`config.mk`:
```
export PLATFORM = sky130hd
export DESIGN_NAME = wb_uart16550_tx_seq
export DESIGN_NICKNAME = d
export VERILOG_FILES = /design/src/rtl/wb_uart16550_regs_pkg.sv /design/src/rtl/wb_uart16550_tx_seq_wbm.sv /design/src/rtl/wb_uart16550_tx_seq.sv
export SDC_FILE = /design/constraint.sdc
export NUM_CORES = 1
export LEC_CHECK = 0
export BUFFER_PORTS_ARGS = -buffer_cell sky130_fd_sc_hd__buf_4
export CORE_MARGIN = 4
export CORE_UTILIZATION = 40
export CTS_CLUSTER_DIAMETER = 80
export DETAILED_ROUTE_END_ITERATION = 16
export PLACE_DENSITY = 0.72
export SYNTH_ARGS = -nofsm -noshare
export SYNTH_HDL_FRONTEND = slang
export SYNTH_SLANG_ARGS = --single-unit
```
`constraint.sdc`:
```
create_clock -name clk_i -period 4.3 [get_ports clk_i]
set_input_delay 0.86 -clock clk_i [delete_from_list [all_inputs] [get_ports clk_i]]
set_output_delay 0.86 -clock clk_i [all_outputs]
set_load 0.01 [all_outputs]
```
`src/rtl/wb_uart16550_regs_pkg.sv`:
```
// Shared 16550 register map, sequencer constants and state type.
// WB_UART16550_TX_SEQ_FIFO_CREDIT_EN selects a 16-byte credit per LSR poll instead of 1.
package wb_uart16550_regs_pkg;

  localparam logic [2:0] OFF_THR = 3'd0;
  localparam logic [2:0] OFF_DLL = 3'd0;
  localparam logic [2:0] OFF_IER = 3'd1;
  localparam logic [2:0] OFF_DLM = 3'd1;
  localparam logic [2:0] OFF_FCR = 3'd2;
  localparam logic [2:0] OFF_LCR = 3'd3;
  localparam logic [2:0] OFF_LSR = 3'd5;

  localparam int unsigned LSR_THRE_BIT    = 5;
  localparam int unsigned LCR_DLAB_BIT    = 7;
  localparam logic [7:0]  FCR_INIT        = 8'h07;
  localparam int unsigned UART_FIFO_DEPTH = 16;

  localparam int unsigned CREDIT_W = 5;
`ifdef WB_UART16550_TX_SEQ_FIFO_CREDIT_EN
  localparam int unsigned CREDIT_MAX = UART_FIFO_DEPTH;
`else
  localparam int unsigned CREDIT_MAX = 1;
`endif

  typedef enum logic [2:0] {
    INIT_LCR_DLAB,
    INIT_DLL,
    INIT_DLM,
    INIT_LCR,
    INIT_FCR,
    IDLE,
    WR_THR,
    RD_LSR
  } seq_state_e;

endpackage

```
`src/rtl/wb_uart16550_tx_seq_wbm.sv`:
```
// Single-access Wishbone classic master with byte-lane steering for 8-bit UART registers.
module wb_uart16550_tx_seq_wbm #(
  parameter logic [31:0] BASE = 32'h0000_0000
) (
  input  logic        clk_i,
  input  logic        rstn_i,
  input  logic        req_c,
  input  logic        req_we,
  input  logic [2:0]  req_off,
  input  logic [7:0]  req_wdat,
  output logic [31:0] adr_o,
  output logic [31:0] dat_o,
  input  logic [31:0] dat_i,
  output logic [3:0]  sel_o,
  output logic        cyc_o,
  output logic        stb_o,
  output logic        we_o,
  input  logic        ack_i,
  output logic        done_c,
  output logic [7:0]  rdat_c
);

  // Launch only from idle so every access is followed by at least one cyc_o=0 cycle.
  always_ff @(posedge clk_i or negedge rstn_i) begin
    if (!rstn_i) begin
      adr_o <= '0;
      dat_o <= '0;
      sel_o <= '0;
      cyc_o <= 1'b0;
      stb_o <= 1'b0;
      we_o  <= 1'b0;
    end else if (cyc_o) begin
      if (ack_i) begin
        adr_o <= '0;
        dat_o <= '0;
        sel_o <= '0;
        cyc_o <= 1'b0;
        stb_o <= 1'b0;
        we_o  <= 1'b0;
      end
    end else if (req_c) begin
      adr_o <= BASE + 32'(req_off);
      dat_o <= {4{req_wdat}};
      sel_o <= 4'(4'b0001 << req_off[1:0]);
      cyc_o <= 1'b1;
      stb_o <= 1'b1;
      we_o  <= req_we;
    end
  end

  assign done_c = cyc_o & ack_i;

  // BASE is 8-byte aligned, so the low address bits are the register lane.
  always_comb begin
    rdat_c = dat_i[7:0];
    case (adr_o[1:0])
      2'd0:    rdat_c = dat_i[7:0];
      2'd1:    rdat_c = dat_i[15:8];
      2'd2:    rdat_c = dat_i[23:16];
      default: rdat_c = dat_i[31:24];
    endcase
  end

endmodule

```
`src/rtl/wb_uart16550_tx_seq.sv`:
```
// Hardware UART transmit sequencer: init the 16550, then stream bytes into THR with LSR/credit flow control.
// Build macro WB_UART16550_TX_SEQ_FIFO_CREDIT_EN widens the per-poll credit to the 16-byte FIFO depth.
module wb_uart16550_tx_seq
  import wb_uart16550_regs_pkg::*;
#(
  parameter logic [31:0] BASE    = 32'h0000_0000,
  parameter logic [15:0] DIVISOR = 16'd27,
  parameter logic [7:0]  LCR_VAL = 8'h03
) (
  input  logic        clk_i,
  input  logic        rstn_i,
  output logic [31:0] adr_o,
  output logic [31:0] dat_o,
  input  logic [31:0] dat_i,
  output logic [3:0]  sel_o,
  output logic        cyc_o,
  output logic        stb_o,
  output logic        we_o,
  input  logic        ack_i,
  input  logic [7:0]  s_dat,
  input  logic        s_valid,
  output logic        s_ready,
  output logic        init_done,
  output logic        busy
);

  localparam logic [CREDIT_W-1:0] CREDIT_FULL = CREDIT_W'(CREDIT_MAX);
  localparam logic [7:0]          LCR_DLAB    = LCR_VAL | 8'h83;

  seq_state_e            state_q, state_d;
  logic [CREDIT_W-1:0]   credit_q, credit_d;
  logic [7:0]            byte_q;
  logic                  init_done_d, s_ready_d;
  logic                  req_c, we_c, hs_c, done_c;
  logic [2:0]            off_c;
  logic [7:0]            wdat_c, rdat_c;

  wb_uart16550_tx_seq_wbm #(
    .BASE (BASE)
  ) u_wbm (
    .clk_i    (clk_i),
    .rstn_i   (rstn_i),
    .req_c    (req_c),
    .req_we   (we_c),
    .req_off  (off_c),
    .req_wdat (wdat_c),
    .adr_o    (adr_o),
    .dat_o    (dat_o),
    .dat_i    (dat_i),
    .sel_o    (sel_o),
    .cyc_o    (cyc_o),
    .stb_o    (stb_o),
    .we_o     (we_o),
    .ack_i    (ack_i),
    .done_c   (done_c),
    .rdat_c   (rdat_c)
  );

  assign busy = cyc_o;

  always_ff @(posedge clk_i or negedge rstn_i) begin
    if (!rstn_i) begin
      state_q   <= INIT_LCR_DLAB;
      credit_q  <= '0;
      byte_q    <= '0;
      init_done <= 1'b0;
      s_ready   <= 1'b0;
    end else begin
      state_q   <= state_d;
      credit_q  <= credit_d;
      init_done <= init_done_d;
      s_ready   <= s_ready_d;
      if (hs_c) byte_q <= s_dat;
    end
  end

  // Next state, bus request and credit; a handshake launches the THR write in the same cycle.
  always_comb begin
    state_d     = state_q;
    credit_d    = credit_q;
    init_done_d = init_done;
    req_c       = 1'b0;
    we_c        = 1'b1;
    off_c       = OFF_THR;
    wdat_c      = '0;
    hs_c        = 1'b0;
    case (state_q)
      INIT_LCR_DLAB: begin
        req_c  = 1'b1;
        off_c  = OFF_LCR;
        wdat_c = LCR_DLAB;
        if (done_c) state_d = INIT_DLL;
      end
      INIT_DLL: begin
        req_c  = 1'b1;
        off_c  = OFF_DLL;
        wdat_c = DIVISOR[7:0];
        if (done_c) state_d = INIT_DLM;
      end
      INIT_DLM: begin
        req_c  = 1'b1;
        off_c  = OFF_DLM;
        wdat_c = DIVISOR[15:8];
        if (done_c) state_d = INIT_LCR;
      end
      INIT_LCR: begin
        req_c  = 1'b1;
        off_c  = OFF_LCR;
        wdat_c = LCR_VAL;
        if (done_c) state_d = INIT_FCR;
      end
      INIT_FCR: begin
        req_c  = 1'b1;
        off_c  = OFF_FCR;
        wdat_c = FCR_INIT;
        if (done_c) begin
          state_d     = IDLE;
          credit_d    = '0;
          init_done_d = 1'b1;
        end
      end
      IDLE: begin
        if (s_valid && s_ready) begin
          hs_c    = 1'b1;
          req_c   = 1'b1;
          off_c   = OFF_THR;
          wdat_c  = s_dat;
          state_d = WR_THR;
        end else if (s_valid && (credit_q == '0)) begin
          state_d = RD_LSR;
        end
      end
      WR_THR: begin
        req_c  = 1'b1;
        off_c  = OFF_THR;
        wdat_c = byte_q;
        if (done_c) begin
          credit_d = credit_q - CREDIT_W'(1);
          state_d  = IDLE;
        end
      end
      RD_LSR: begin
        req_c = 1'b1;
        we_c  = 1'b0;
        off_c = OFF_LSR;
        if (done_c) begin
          if (rdat_c[LSR_THRE_BIT]) credit_d = CREDIT_FULL;
          state_d = IDLE;
        end
      end
      default: state_d = INIT_LCR_DLAB;
    endcase
    // Ready only after a full cycle settled in IDLE, giving the N+3 byte cadence.
    s_ready_d = (state_q == IDLE) && (state_d == IDLE) && (credit_d != '0);
  end

endmodule

```
==> impl_metrics.json <==
{
  "ys_seq_area_share_pct": 39.22,
  "max_slew_margin_pct": 37.08,
  "grt_max_degree": 37,
  "async_flop_share_pct": 100.0,
  "crit_start": "state_q[1]$_DFF_PN0_",
  "htreeDepth": 2,
  "r2r-end": "byte_q[7]$_DFFE_PN0P_",
  "timing.hold.worst.class": "flip-flop to flip-flop",
  "postCtsSetupRepairBufs": 0,
  "most-common-layout-cells": "buf_4 (60), dfrtp_1 (36), conb_1 (29)",
  "status": "complete, no violations",
  "timing.fmax_mhz": 421.9,
  "syn_inst": 244,
  "vias_per_cell": 5.061,
  "utilization_pct": 46.57,
  "hold_viol_final": 0,
  "clock-root-buffer": "clkbuf_8",
  "multiInputGateArea_um2": 1010,
  "die_h_um": 83.78,
  "r2r_setup_slack_ps": 1930,
  "hold_buffers": 0,
  "vdd_drop_max_v": 0.0003372,
  "gp_congestion": 0.8093,
  "arrival_ps": 2540,
  "crit_type": "flip-flop to flip-flop",
  "avgSynthCellArea_um2": 9.415,
  "io_pins": 118,
  "ant_nets": 0,
  "core_um2": 5540,
  "portBuffers": 60,
  "clk_pin_slew_ps": 80,
  "synth_edf_count": 0,
  "crit_end": "byte_q[7]$_DFFE_PN0P_",
  "areaGrowthSynthToFinish_pct": 12.31,
  "timing.hold.ws_ps": 492.2,
  "wl_per_cell_um": 14.70,
  "fin_crit_sh_pct": 55.12,
  "start_util_pct": 41.46,
  "dieArea_um2": 7019,
  "cts_tree": "done",
  "syn-cell-area_um2": 2297,
  "grt_pass1_wl_um": 8197,
  "r2r-start": "state_q[1]$_DFF_PN0_",
  "fin_crit_ps": 2370,
  "r2r.worst_path.cells": 4,
  "synth_warnings": 0,
  "worstPathRequired_ps": 4470,
  "drt-pass1-iter-count": 4,
  "overflow": 0,
  "fin_setup_tns_ps": 0,
  "min_from": "u_wbm.stb_o$_DFFE_PN0P_",
  "first_global_vias": 1646,
  "cts_sinks": 36,
  "n_fill_cell": 556,
  "rows": 27,
  "start_kind": "flip-flop",
  "synth_flop_cell": "dfrtp_1",
  "worst_pin_slew_ps": 940.3,
  "sequential_cell_area_um2": 900.9,
  "grt_setup_unrepaired": "false",
  "drive_gt1_share_pct": 29.20,
  "die_x_um": 83.78,
  "dp_hpwl_um": 3696,
  "insertion_delay_ps": 280,
  "dp.cells": 339,
  "synth.ff_latch_count": 36,
  "slew_violations": 0,
  "diodes": 0,
  "drc": 0,
  "setup_violations": 0,
  "endpoint_kind": "flip-flop",
  "cts_buffer_depth": 2,
  "synthDistinctLibCells": 50,
  "routed_wl_um": 5086,
  "worstPathMaxFanout": 24,
  "layout_commonest_cell": "buf_4",
  "final.setup_skew_ps": 5.636,
  "power_density_nw_per_um2": 680.2,
  "first_iter_violations": 148,
  "route.vias.total": 1751,
  "power_leakage_nw": 1.265,
  "track_usage_pct": 14.18,
  "cts_buffers": 5,
  "cts_resized": 0,
  "final_nets": 321,
  "antenna_found_initial": 0,
  "drv_cap": 0,
  "finalNonFillerCells": 346
}
area by class of cell:
class | instances | share of cell area [%]
Clock buffer | 7 | 3.734
Inverter | 8 | 1.261
Multi-Input combinational cell | 163 | 39.14
Sequential cell | 36 | 34.92
Tap cell | 72 | 3.492
Timing Repair Buffer | 60 | 17.46
where the power goes:
group	total [mW]	switching [mW]	internal (mW)
Clock	0.265	0.122	0.143
Combinational	0.844	0.446	0.398
Sequential	0.646	0.177	0.469
Total	1.75	0.745	1.01
flip-flops by register name, indices dropped and copies added (netlist names):
register     cells
u_wbm.dat_o      8
u_wbm.stb_o      1
u_wbm.sel_o      4
init_done        1
state_q          3
u_wbm.we_o       1
s_ready          1
u_wbm.adr_o      3
credit_q         5
u_wbm.cyc_o      1
byte_q           8
critical path, cell delays in order, from the launching register on:
cell and delay (ps):
dfrtp_1 650, and2b_1 380, nand2_1 70, nor2_1 740
mux2_2 420
cell families after synthesis:
kind of cell / count (synthesis) / synth area share [%]
muxes: 12 / 5.774
and+or+nand+nor: 65 / 15.47
DFF: 36 / 39.22
buffers and inverters: 73 / 21.41
other: 1 / 0.1632
adders and majority gates: 3 / 1.634
AOI/OAI and AO/OA: 54 / 16.34
how the worst min path moves through the flow:
stage                                   end  slack, ps  cells after the start
floorplan             byte_q[2]$_DFFE_PN0P_        480                      1
global placement      init_done$_DFFE_PN0P_        460                      2
detailed placement  u_wbm.stb_o$_DFFE_PN0P_        490                      2
CTS                 u_wbm.stb_o$_DFFE_PN0P_        500                      2
global route          byte_q[3]$_DFFE_PN0P_        530                      1
finish              u_wbm.stb_o$_DFFE_PN0P_        490                      2
through the flow:
| stage | cell area, µm² | setup slack [ps] | power (mW) |
|---|---|---|---|
| global placement | 2484 | 1675 | 1.468 |
| finish | 2580 | 1930 | 1.755 |
| detailed placement | 2484 | 1643 | 1.499 |
| floorplan | 2402 | 1871 | 1.264 |
| CTS | 2580 | 1946 | 1.763 |
| global route | 2580 | 1809 | 1.891 |
synth_stat cells (all sizes together) (4+ instances only):
master / n / area share [%]
dfrtp: 36 / 39
a22oi: 4 / 1.9
nand3: 12 / 2.6
mux2: 10 / 4.9
a21oi: 13 / 2.8
clkbuf: 5 / 0.82
buf: 60 / 19
o21ai: 13 / 2.8
nor2b: 4 / 1.1
inv: 8 / 1.4
nand2: 15 / 2.5
nor2: 9 / 1.5
o2bb2ai: 7 / 2.7
metal layers:
layer	global-route usage, %	vias up	share of wire (%)
li1	-	832	-
met1	19.62	832	43
met2	22.05	85	46
met3	3.850	2	10
met4	3.363	0	0.20
met5	0	-	0
Note: power is estimated with default switching activity, not from simulation.
